--- src/rtl/rx_frame_pkg.sv ---
// Shared constants, state encoding and frame checker for the receive frame
// synchroniser.
package rx_frame_pkg;

  localparam int         FRAME_BITS     = 40;
  localparam int         PAYLOAD_BITS   = 24;
  localparam logic [7:0] DEFAULT_HEADER = 8'hCC;

  typedef enum logic [1:0] {
    HUNT   = 2'd0,
    VERIFY = 2'd1,
    LOCKED = 2'd2
  } state_t;

  // Header match plus 8-bit wrap-around sum of header and payload bytes.
  function automatic logic frame_check(input logic [FRAME_BITS-1:0] w,
                                       input logic [7:0] hdr);
    logic [7:0] sum;
    sum = w[39:32] + w[31:24] + w[23:16] + w[15:8];
    return (w[39:32] == hdr) && (sum == w[7:0]);
  endfunction

endpackage

--- src/rtl/rx_frame_fifo2.sv ---
// Two-entry valid/ready output buffer; a push into a full buffer with no
// simultaneous pop is dropped and flagged for one cycle.
module rx_frame_fifo2 #(
  parameter int DATA_W = 24
) (
  input  logic              clk,
  input  logic              rst,
  input  logic              push,
  input  logic [DATA_W-1:0] push_data,
  output logic [DATA_W-1:0] out_data,
  output logic              out_valid,
  input  logic              out_ready,
  output logic              overflow
);

  logic [DATA_W-1:0] head, tail;
  logic [1:0]        count;
  logic              pop, full, accept;

  always_comb begin
    pop    = out_ready & (count != 2'd0);
    full   = (count == 2'd2);
    accept = push & (!full | pop);
  end

  always_ff @(posedge clk) begin
    if (rst) begin
      head     <= '0;
      tail     <= '0;
      count    <= 2'd0;
      overflow <= 1'b0;
    end else begin
      overflow <= push & full & !pop;
      case ({accept, pop})
        2'b10: begin
          if (count == 2'd0) head <= push_data;
          else               tail <= push_data;
          count <= count + 2'd1;
        end
        2'b01: begin
          head  <= tail;
          count <= count - 2'd1;
        end
        2'b11: begin
          // Count is unchanged; the new word lands behind whatever remains.
          if (count == 2'd1) begin
            head <= push_data;
          end else begin
            head <= tail;
            tail <= push_data;
          end
        end
        default: ;
      endcase
    end
  end

  assign out_data  = head;
  assign out_valid = (count != 2'd0);

endmodule

--- src/rtl/rx_frame_ctrl.sv ---
// Frame synchroniser: hunts for header/checksum-valid 40-bit frames, confirms
// alignment, holds lock through isolated errors and buffers validated payloads.
module rx_frame_ctrl
  import rx_frame_pkg::*;
#(
  parameter logic [7:0] HEADER    = DEFAULT_HEADER,
  parameter int         CONFIRM_N = 2,
  parameter int         LOSS_N    = 3
) (
  input  logic                    clk,
  input  logic                    rst,
  input  logic                    ser_i,
  input  logic                    sync_flag,
  output logic [PAYLOAD_BITS-1:0] out_data,
  output logic                    out_valid,
  input  logic                    out_ready,
  output logic                    lock_o,
  output logic [1:0]              state_o,
  output logic                    frame_err_o,
  output logic                    overflow_o
);

  localparam logic [3:0] CONFIRM_C = 4'(CONFIRM_N);
  localparam logic [3:0] LOSS_C    = 4'(LOSS_N);
  localparam logic [5:0] LAST_BIT  = 6'(FRAME_BITS - 1);

  state_t                  state, state_nx;
  logic [FRAME_BITS-1:0]   win_p0, win_nx;
  logic [5:0]              bit_cnt, base_cnt, bit_cnt_nx;
  logic [3:0]              good_cnt, bad_cnt, good_cnt_nx, bad_cnt_nx;
  logic [3:0]              good_inc, bad_inc;
  logic                    qualify, push, frame_err_nx;
  logic                    vld_p1, ok_p1;
  logic [PAYLOAD_BITS-1:0] payload_p1;

  function automatic logic [3:0] sat_inc(input logic [3:0] v);
    return (v == 4'hF) ? v : v + 4'd1;
  endfunction

  // Stage 0: shift window; a shift qualifies against the post-eval state and
  // alignment so a decision and a shift in the same cycle stay consistent.
  always_comb begin
    win_nx  = (win_p0 << 1) | {{(FRAME_BITS-1){1'b0}}, ser_i};
    qualify = sync_flag & ((state_nx == HUNT) | (base_cnt == LAST_BIT));
    if (!sync_flag)                bit_cnt_nx = base_cnt;
    else if (base_cnt == LAST_BIT) bit_cnt_nx = 6'd0;
    else                           bit_cnt_nx = base_cnt + 6'd1;
  end

  always_ff @(posedge clk) begin
    if (rst) begin
      win_p0      <= '0;
      bit_cnt     <= 6'd0;
      good_cnt    <= 4'd0;
      bad_cnt     <= 4'd0;
      vld_p1      <= 1'b0;
      frame_err_o <= 1'b0;
    end else begin
      if (sync_flag) win_p0 <= win_nx;
      bit_cnt     <= bit_cnt_nx;
      good_cnt    <= good_cnt_nx;
      bad_cnt     <= bad_cnt_nx;
      vld_p1      <= qualify;
      frame_err_o <= frame_err_nx;
    end
  end

  // Stage 1: snapshot of the evaluated window, immune to a shift during eval
  always_ff @(posedge clk) begin
    if (qualify) begin
      ok_p1      <= frame_check(win_nx, HEADER);
      payload_p1 <= win_nx[PAYLOAD_BITS+7:8];
    end
  end

  always_ff @(posedge clk) begin
    if (rst) state <= HUNT;
    else     state <= state_nx;
  end

  always_comb begin
    good_inc     = sat_inc(good_cnt);
    bad_inc      = sat_inc(bad_cnt);
    state_nx     = state;
    good_cnt_nx  = good_cnt;
    bad_cnt_nx   = bad_cnt;
    base_cnt     = bit_cnt;
    push         = 1'b0;
    frame_err_nx = 1'b0;
    if (vld_p1) begin
      case (state)
        HUNT: begin
          if (ok_p1) begin
            base_cnt    = 6'd0;
            good_cnt_nx = 4'd1;
            bad_cnt_nx  = 4'd0;
            if (CONFIRM_C <= 4'd1) begin
              state_nx = LOCKED;
              push     = 1'b1;
            end else begin
              state_nx = VERIFY;
            end
          end
        end
        VERIFY: begin
          if (ok_p1) begin
            good_cnt_nx = good_inc;
            if (good_inc >= CONFIRM_C) begin
              state_nx   = LOCKED;
              push       = 1'b1;
              bad_cnt_nx = 4'd0;
            end
          end else begin
            frame_err_nx = 1'b1;
            state_nx     = HUNT;
          end
        end
        LOCKED: begin
          if (ok_p1) begin
            push       = 1'b1;
            bad_cnt_nx = 4'd0;
          end else begin
            frame_err_nx = 1'b1;
            bad_cnt_nx   = bad_inc;
            if (bad_inc >= LOSS_C) state_nx = HUNT;
          end
        end
        default: state_nx = HUNT;
      endcase
    end
  end

  always_comb begin
    lock_o  = (state == LOCKED);
    state_o = state;
  end

  rx_frame_fifo2 #(.DATA_W(PAYLOAD_BITS)) u_fifo (
    .clk       (clk),
    .rst       (rst),
    .push      (push),
    .push_data (payload_p1),
    .out_data  (out_data),
    .out_valid (out_valid),
    .out_ready (out_ready),
    .overflow  (overflow_o)
  );

endmodule

--- config.mk ---
export PLATFORM = sky130hd
export DESIGN_NAME = rx_frame_ctrl
export DESIGN_NICKNAME = d
export VERILOG_FILES = /design/src/rtl/rx_frame_pkg.sv /design/src/rtl/rx_frame_fifo2.sv /design/src/rtl/rx_frame_ctrl.sv
export SDC_FILE = /design/constraint.sdc
export NUM_CORES = 1
export LEC_CHECK = 0
export BUFFER_PORTS_ARGS = -buffer_cell sky130_fd_sc_hd__buf_2
export CAP_MARGIN = 20
export CORE_ASPECT_RATIO = 0.9
export CORE_MARGIN = 10
export CORE_UTILIZATION = 45
export CTS_CLUSTER_DIAMETER = 30
export DETAILED_ROUTE_END_ITERATION = 8
export GPL_TIMING_DRIVEN = 1
export PLACE_DENSITY = 0.64
export SLEW_MARGIN = 10
export SYNTH_ARGS = -nofsm -noshare
export SYNTH_HDL_FRONTEND = slang
export SYNTH_HIERARCHICAL = 1
export SYNTH_SLANG_ARGS = --single-unit
--- constraint.sdc ---
create_clock -name clk -period 5 [get_ports clk]
set_clock_uncertainty 0.1 [all_clocks]
set_input_delay 0.75 -clock clk [delete_from_list [all_inputs] [get_ports clk]]
set_output_delay 0.75 -clock clk [all_outputs]
set_load 0.1 [all_outputs]
**After elaboration in Yosys (flattened, before gate mapping)**

Index checks and enable logic that the tools add are counted.
Widths: inputs -> output; s select.

- Register bits after elaboration: 133
- Logic and storage cells: 104

- Bitwise gates (word level): 10
- Reductions and logical operators: 18
- Order comparisons: 2
- Add/sub/neg operators: 8
- Muxes and demuxes: 35
- Eq/ne operators: 18

Operators with widths:

| operator | number |
|---|---|
| $mux 24 | 4 |
| $pmux 24 s3 | 1 |
| $pmux 24 s2 | 1 |
| $or 40x1->40 | 1 |
| $mux 4 | 8 |
| $mux 6 | 5 |
| $add 8x8->8 | 3 |
| $mux 2 | 6 |
| $pmux 4 s3 | 1 |
| $ne 2x2->1 const B | 5 |
| $add 4x1->4 const B | 2 |
| $eq 2x2->1 const B | 4 |
| $eq 4x4->1 const B | 2 |
| $eq 8x8->1 | 1 |
| $eq 8x8->1 const B | 1 |
| $ge 4x2->1 const B | 2 |
| $pmux 4 s2 | 1 |
| $reduce_bool 2->1 | 4 |
| $add 6x1->6 const B | 1 |
| $eq 2x1->1 const B | 3 |
| $eq 6x6->1 const B | 1 |
| $logic_not 2->1 | 3 |
| $pmux 2 s3 | 1 |
| $reduce_bool 3->1 | 2 |
| 17 further kinds | 28 |

**Depth between registers and ports, before layout**

- Depth in word-level cells: 11
- Gate-level depth with buffers: 12
- Gate-level depth less buffers: 11

**Modules after synthesis**

Netlist, hierarchy kept.

By module, submodules not included:

| module | cells each | sequential area each (um2) | area an instance (um2) | instances |
|---|---|---|---|---|
| rx_frame_ctrl | 352 | 1891.8 | 3913.8 | 1 |
| rx_frame_fifo2 | 239 | 1021.0 | 2189.6 | 1 |

**Worst setup path after synthesis**

Ideal clock, no wire load.

- Kind: register -> register
- From: register state[0], in the netlist state_o[0]
- To: register ok_p1, enable pin
- Arrival: 4.437 ns
- Cell stages (with the launch flop): 8
- Period minus slack after synthesis: 4.983 ns
- Library setup time: 0.445 ns
- Path slack: 0.017 ns
- Cell sequence: dfxtp_1 > inv_1 > ha_1 > o21ai_0 > o21a_1 > o21ai_0 > o22a_1 > o31ai_1

RTL lines:

| what | RTL line | RTL |
|---|---|---|
| start, declared | rx_frame_ctrl.sv:27 | `state_t state, state_nx;` |
| start signal, assigned | rx_frame_ctrl.sv:78 | `else state <= state_nx;` |
| $eq 2x2->1 | n/a |  |
| named net lock_o | rx_frame_ctrl.sv:17 | `output logic lock_o,` |
| $pmux 2 s3 | rx_frame_ctrl.sv:91 | `case (state)` |
| $mux 2 | rx_frame_ctrl.sv:90 | `if (vld_p1) begin` |
| $logic_not 2->1 | rx_frame_ctrl.sv:44 | `qualify = sync_flag & ((state_nx == HUNT) \| (base_cnt == LAST_BIT));` |
| $or 1x1->1 | rx_frame_ctrl.sv:44 |  |
| $and 1x1->1 | rx_frame_ctrl.sv:44 |  |
| named net qualify | rx_frame_ctrl.sv:32 | `logic qualify, push, frame_err_nx;` |
| end signal, assigned | rx_frame_ctrl.sv:71 | `ok_p1 <= frame_check(win_nx, HEADER);` |
| end, declared | rx_frame_ctrl.sv:33 | `logic vld_p1, ok_p1;` |

The timed path passes the listed nets, and every way through them passes these cells.
A chain may end at the register's enable or synchronous reset.

**Worst setup path after layout**

- From: register win_p0[8]
- To: register ok_p1, data pin

- Cells in the longest elaborated chain, start to end: 4

Ends and longest elaborated chain:

| what | RTL line | RTL |
|---|---|---|
| start, declared | rx_frame_ctrl.sv:28 | `logic [FRAME_BITS-1:0] win_p0, win_nx;` |
| start signal, assigned | rx_frame_ctrl.sv:59 | `if (sync_flag) win_p0 <= win_nx;` |
| $or 40x1->40 | rx_frame_ctrl.sv:43 | `win_nx = (win_p0 << 1) \| {{(FRAME_BITS-1){1'b0}}, ser_i};` |
| $add 8x8->8 | rx_frame_pkg.sv:19 | `sum = w[39:32] + w[31:24] + w[23:16] + w[15:8];` |
| $eq 8x8->1 | rx_frame_pkg.sv:20 | `return (w[39:32] == hdr) && (sum == w[7:0]);` |
| $logic_and 1x1->1 | rx_frame_pkg.sv:20 |  |

Every way passes these cells.

==> results.cfg <==
[worst_hold_path]
hold_class = flip-flop to flip-flop
hold_depth = 2

[clocking]
cts.sinks = 133
ctsHoldBuffers = 0
ctsLongestPathBuffers = 2
htreeDepth = 4
post_cts_resized = 0
insertion_delay_ns = 0.42
clk_pin_slew_ns = 0.06
cts_buffers = 17
postCtsSetupBuffers = 0
cts_tree = built
root_buffer = clkbuf_16

[power_and_ir_drop]
p_per_area_nw_per_um2 = 403
p_leak_nw = 3.03
peakVddDrop_uv = 272

[timing]
max_freq_mhz = 308
period_minus_slack_ns = 3.25
fin_crit_sh_pct = 65.0
rsz0062_at_grt = no
slew_violations = 0
finalHoldWorstSlack_ns = 0.375
max_slew_margin_pct = 44.5
tightest_slew_ns = 0.832
setup_viol = 0
tns_ns = 0
hold_viol = 0

[setup_path]
cp-end-kind = flip-flop
worst-endpoint-required_ns = 5.06
worst-path-stages = 11
worstPathMaxFanout = 4
slowest_delay_ns = 0.54
critical_path_arrival_ns = 3.31
rr_worst_depth = 11
timing.critical_path.mode_cell = fa_1
path_cells = fa_1 -> inv_1 -> fa_1 -> inv_1 -> ha_1 -> fa_1 -> a21o_1 -> a21oi_1 -> o21ai_0 -> xnor2_1 -> nor3_1
criticalPathCategory = flip-flop to flip-flop
path_buf_inv = 2
cp-start-kind = flip-flop
crit_family = adder cells
crit_slowest_cell = fa_1

[routing]
drc_errors = 0
wl_per_cell_um = 14.5
drt_pass1_iterations = 4
drt_iter0_markers = 239
wirelength_um = 11600
num_vias = 4182
drtAntennaViolNets = 0
vias_per_cell = 5.25

[floorplan]
die_h_um = 130
io_pins = 35
dieArea_um2 = 18600
start_util_pct = 45.8
core_um2 = 13300
row_count = 40
die_x_um = 143

[layout]
fin_nets = 652
final_common_cell = dfxtp_1
area_growth_syn_to_layout_pct = 14.4
drive_gt1_share_pct = 13.8
final_cell_mix = dfxtp_1, nor2_1, nand2_1, mux2i_1, buf_2
n_antenna_cell = 0
num-fill-cells = 1165

[placed_design]
portBuffers = 34
place_congestion = 0.859
hpwl_um = 7810

[global_routing]
grt-ovfl-total = 0
grt_usage_pct = 13.2
grt_max_degree = 106
grt_pass1_wl_um = 19800
grt_pass1_vias = 3996
antenna_found_initial = 0

[logic_synthesis]
syn_area_um2 = 6100
yosysWarnings = 6
ys_seq_elements = 133
ys.flop_type = dfxtp_1
syn_inst = 591
avgSynthCellArea_um2 = 10.3
async_flop_share_pct = 0
synth-edff-count = 25
synth_nets = 627
seq_area_frac_synth_pct = 47.7
synth_cell_type_count = 64

[run]
drv_cap = 0

[status]
outcome = complete, no violations
[path summary, 6_finish.rpt]
path	slack, ns	startpoint	end
hold reg to reg	0.38	u_fifo/tail[12]	u_fifo/out_data[12]
hold / removal	0.38	u_fifo/tail[12]	u_fifo/out_data[12]
setup reg to reg	1.75	win_p0[8]	ok_p1
setup / recovery	1.75	win_p0[8]	ok_p1
[power by group]
part	internal (mW)	leakage, nW	total, mW	switching, mW
clock	0.805	0.301	1.26	0.455
combinational	0.0850	1.60	0.395	0.310
sequential	1.13	1.13	1.16	0.0256
total	2.02	3.03	2.81	0.790
[stage by stage]
stage | total power, mW | setup slack [ns] | instance area (µm²) | util, % | std cells
after floorplan | 1.52 | 0.0173 | 6100 | - | 591
after global placement | 1.56 | 1.78 | 6310 | 47.4 | 763
after detailed placement | 1.57 | 1.58 | 6310 | 47.4 | 763
after CTS | 2.83 | 1.56 | 6930 | 52.0 | 795
after global routing | 2.92 | 1.54 | 6980 | 52.5 | 797
final | 2.81 | 1.75 | 6980 | 52.5 | 797
[cells by family after synthesis]
kind of cell / count (synthesis) / synth area share (%)
flops: 133 / 47.7
fa+ha+maj: 31 / 8.08
xor+xnor: 24 / 3.44
buf+inv: 50 / 4.61
mux: 66 / 10.8
simple gates: 222 / 16.6
compound gates: 65 / 8.71
[registers in the layout, indices dropped and copies added, names as in the netlist, 2 cells and up]
register,flops
win_p0,39
u_fifo/out_data,24
payload_p1,24
state_o,2
bad_cnt,4
u_fifo/tail,24
bit_cnt,6
u_fifo/count,2
good_cnt,4
[synth_stat cells (all sizes together), types with 2 or more instances]
cell / n / area [µm²]
nor2: 104 / 390
xnor2: 15 / 131
clkbuf: 13 / 68.8
a21oi: 12 / 71.3
dfxtp: 108 / 2160
nand2b: 4 / 35.0
and2: 4 / 27.5
nand2: 67 / 259
nand4: 5 / 37.5
a211oi: 3 / 22.5
nor2b: 4 / 27.5
fa: 14 / 280
and3: 3 / 18.8
a21o: 3 / 23.8
buf: 19 / 145
o21ai: 9 / 48.8
nor4b: 2 / 17.5
a311oi: 25 / 257
inv: 18 / 67.6
nor4: 2 / 12.5
nor3: 9 / 45.0
mux2i: 65 / 651
nand3: 8 / 57.6
edfxtp: 25 / 751
xor2: 9 / 78.8
ha: 17 / 213
nor4bb: 2 / 20.0
[metal layers]
| layer | track usage, % | wire length (µm) |
|---|---|---|
| met4 | 6.00 | 152 |
| met5 | 0 | 0 |
| met3 | 3.86 | 510 |
| met1 | 16.9 | 5600 |
| met2 | 20.2 | 5320 |
[final cells by class]
| type | count | area, µm² | share of cell area [%] |
|---|---|---|---|
| sequential | 133 | 2910 | 41.7 |
| clock inverter | 8 | 82.6 | 1.18 |
| inverter | 18 | 67.6 | 0.968 |
| multi-input combinational | 408 | 2930 | 42.0 |
| timing repair buffer | 38 | 243 | 3.48 |
| tap | 168 | 210 | 3.01 |
| clock buffer | 24 | 537 | 7.69 |
[worst register-to-register path: cells and delay by family (launching register included)]
kind	cells	cell delay, ns
adder cells (fa/ha/maj)	4	1.65
AO/OA/AOI/OAI	3	0.57
flip-flops	1	0.34
XOR/XNOR	1	0.17
buffers and inverters	2	0.09
AND/OR/NAND/NOR	1	0.07
(Power assumes the default switching activity.)
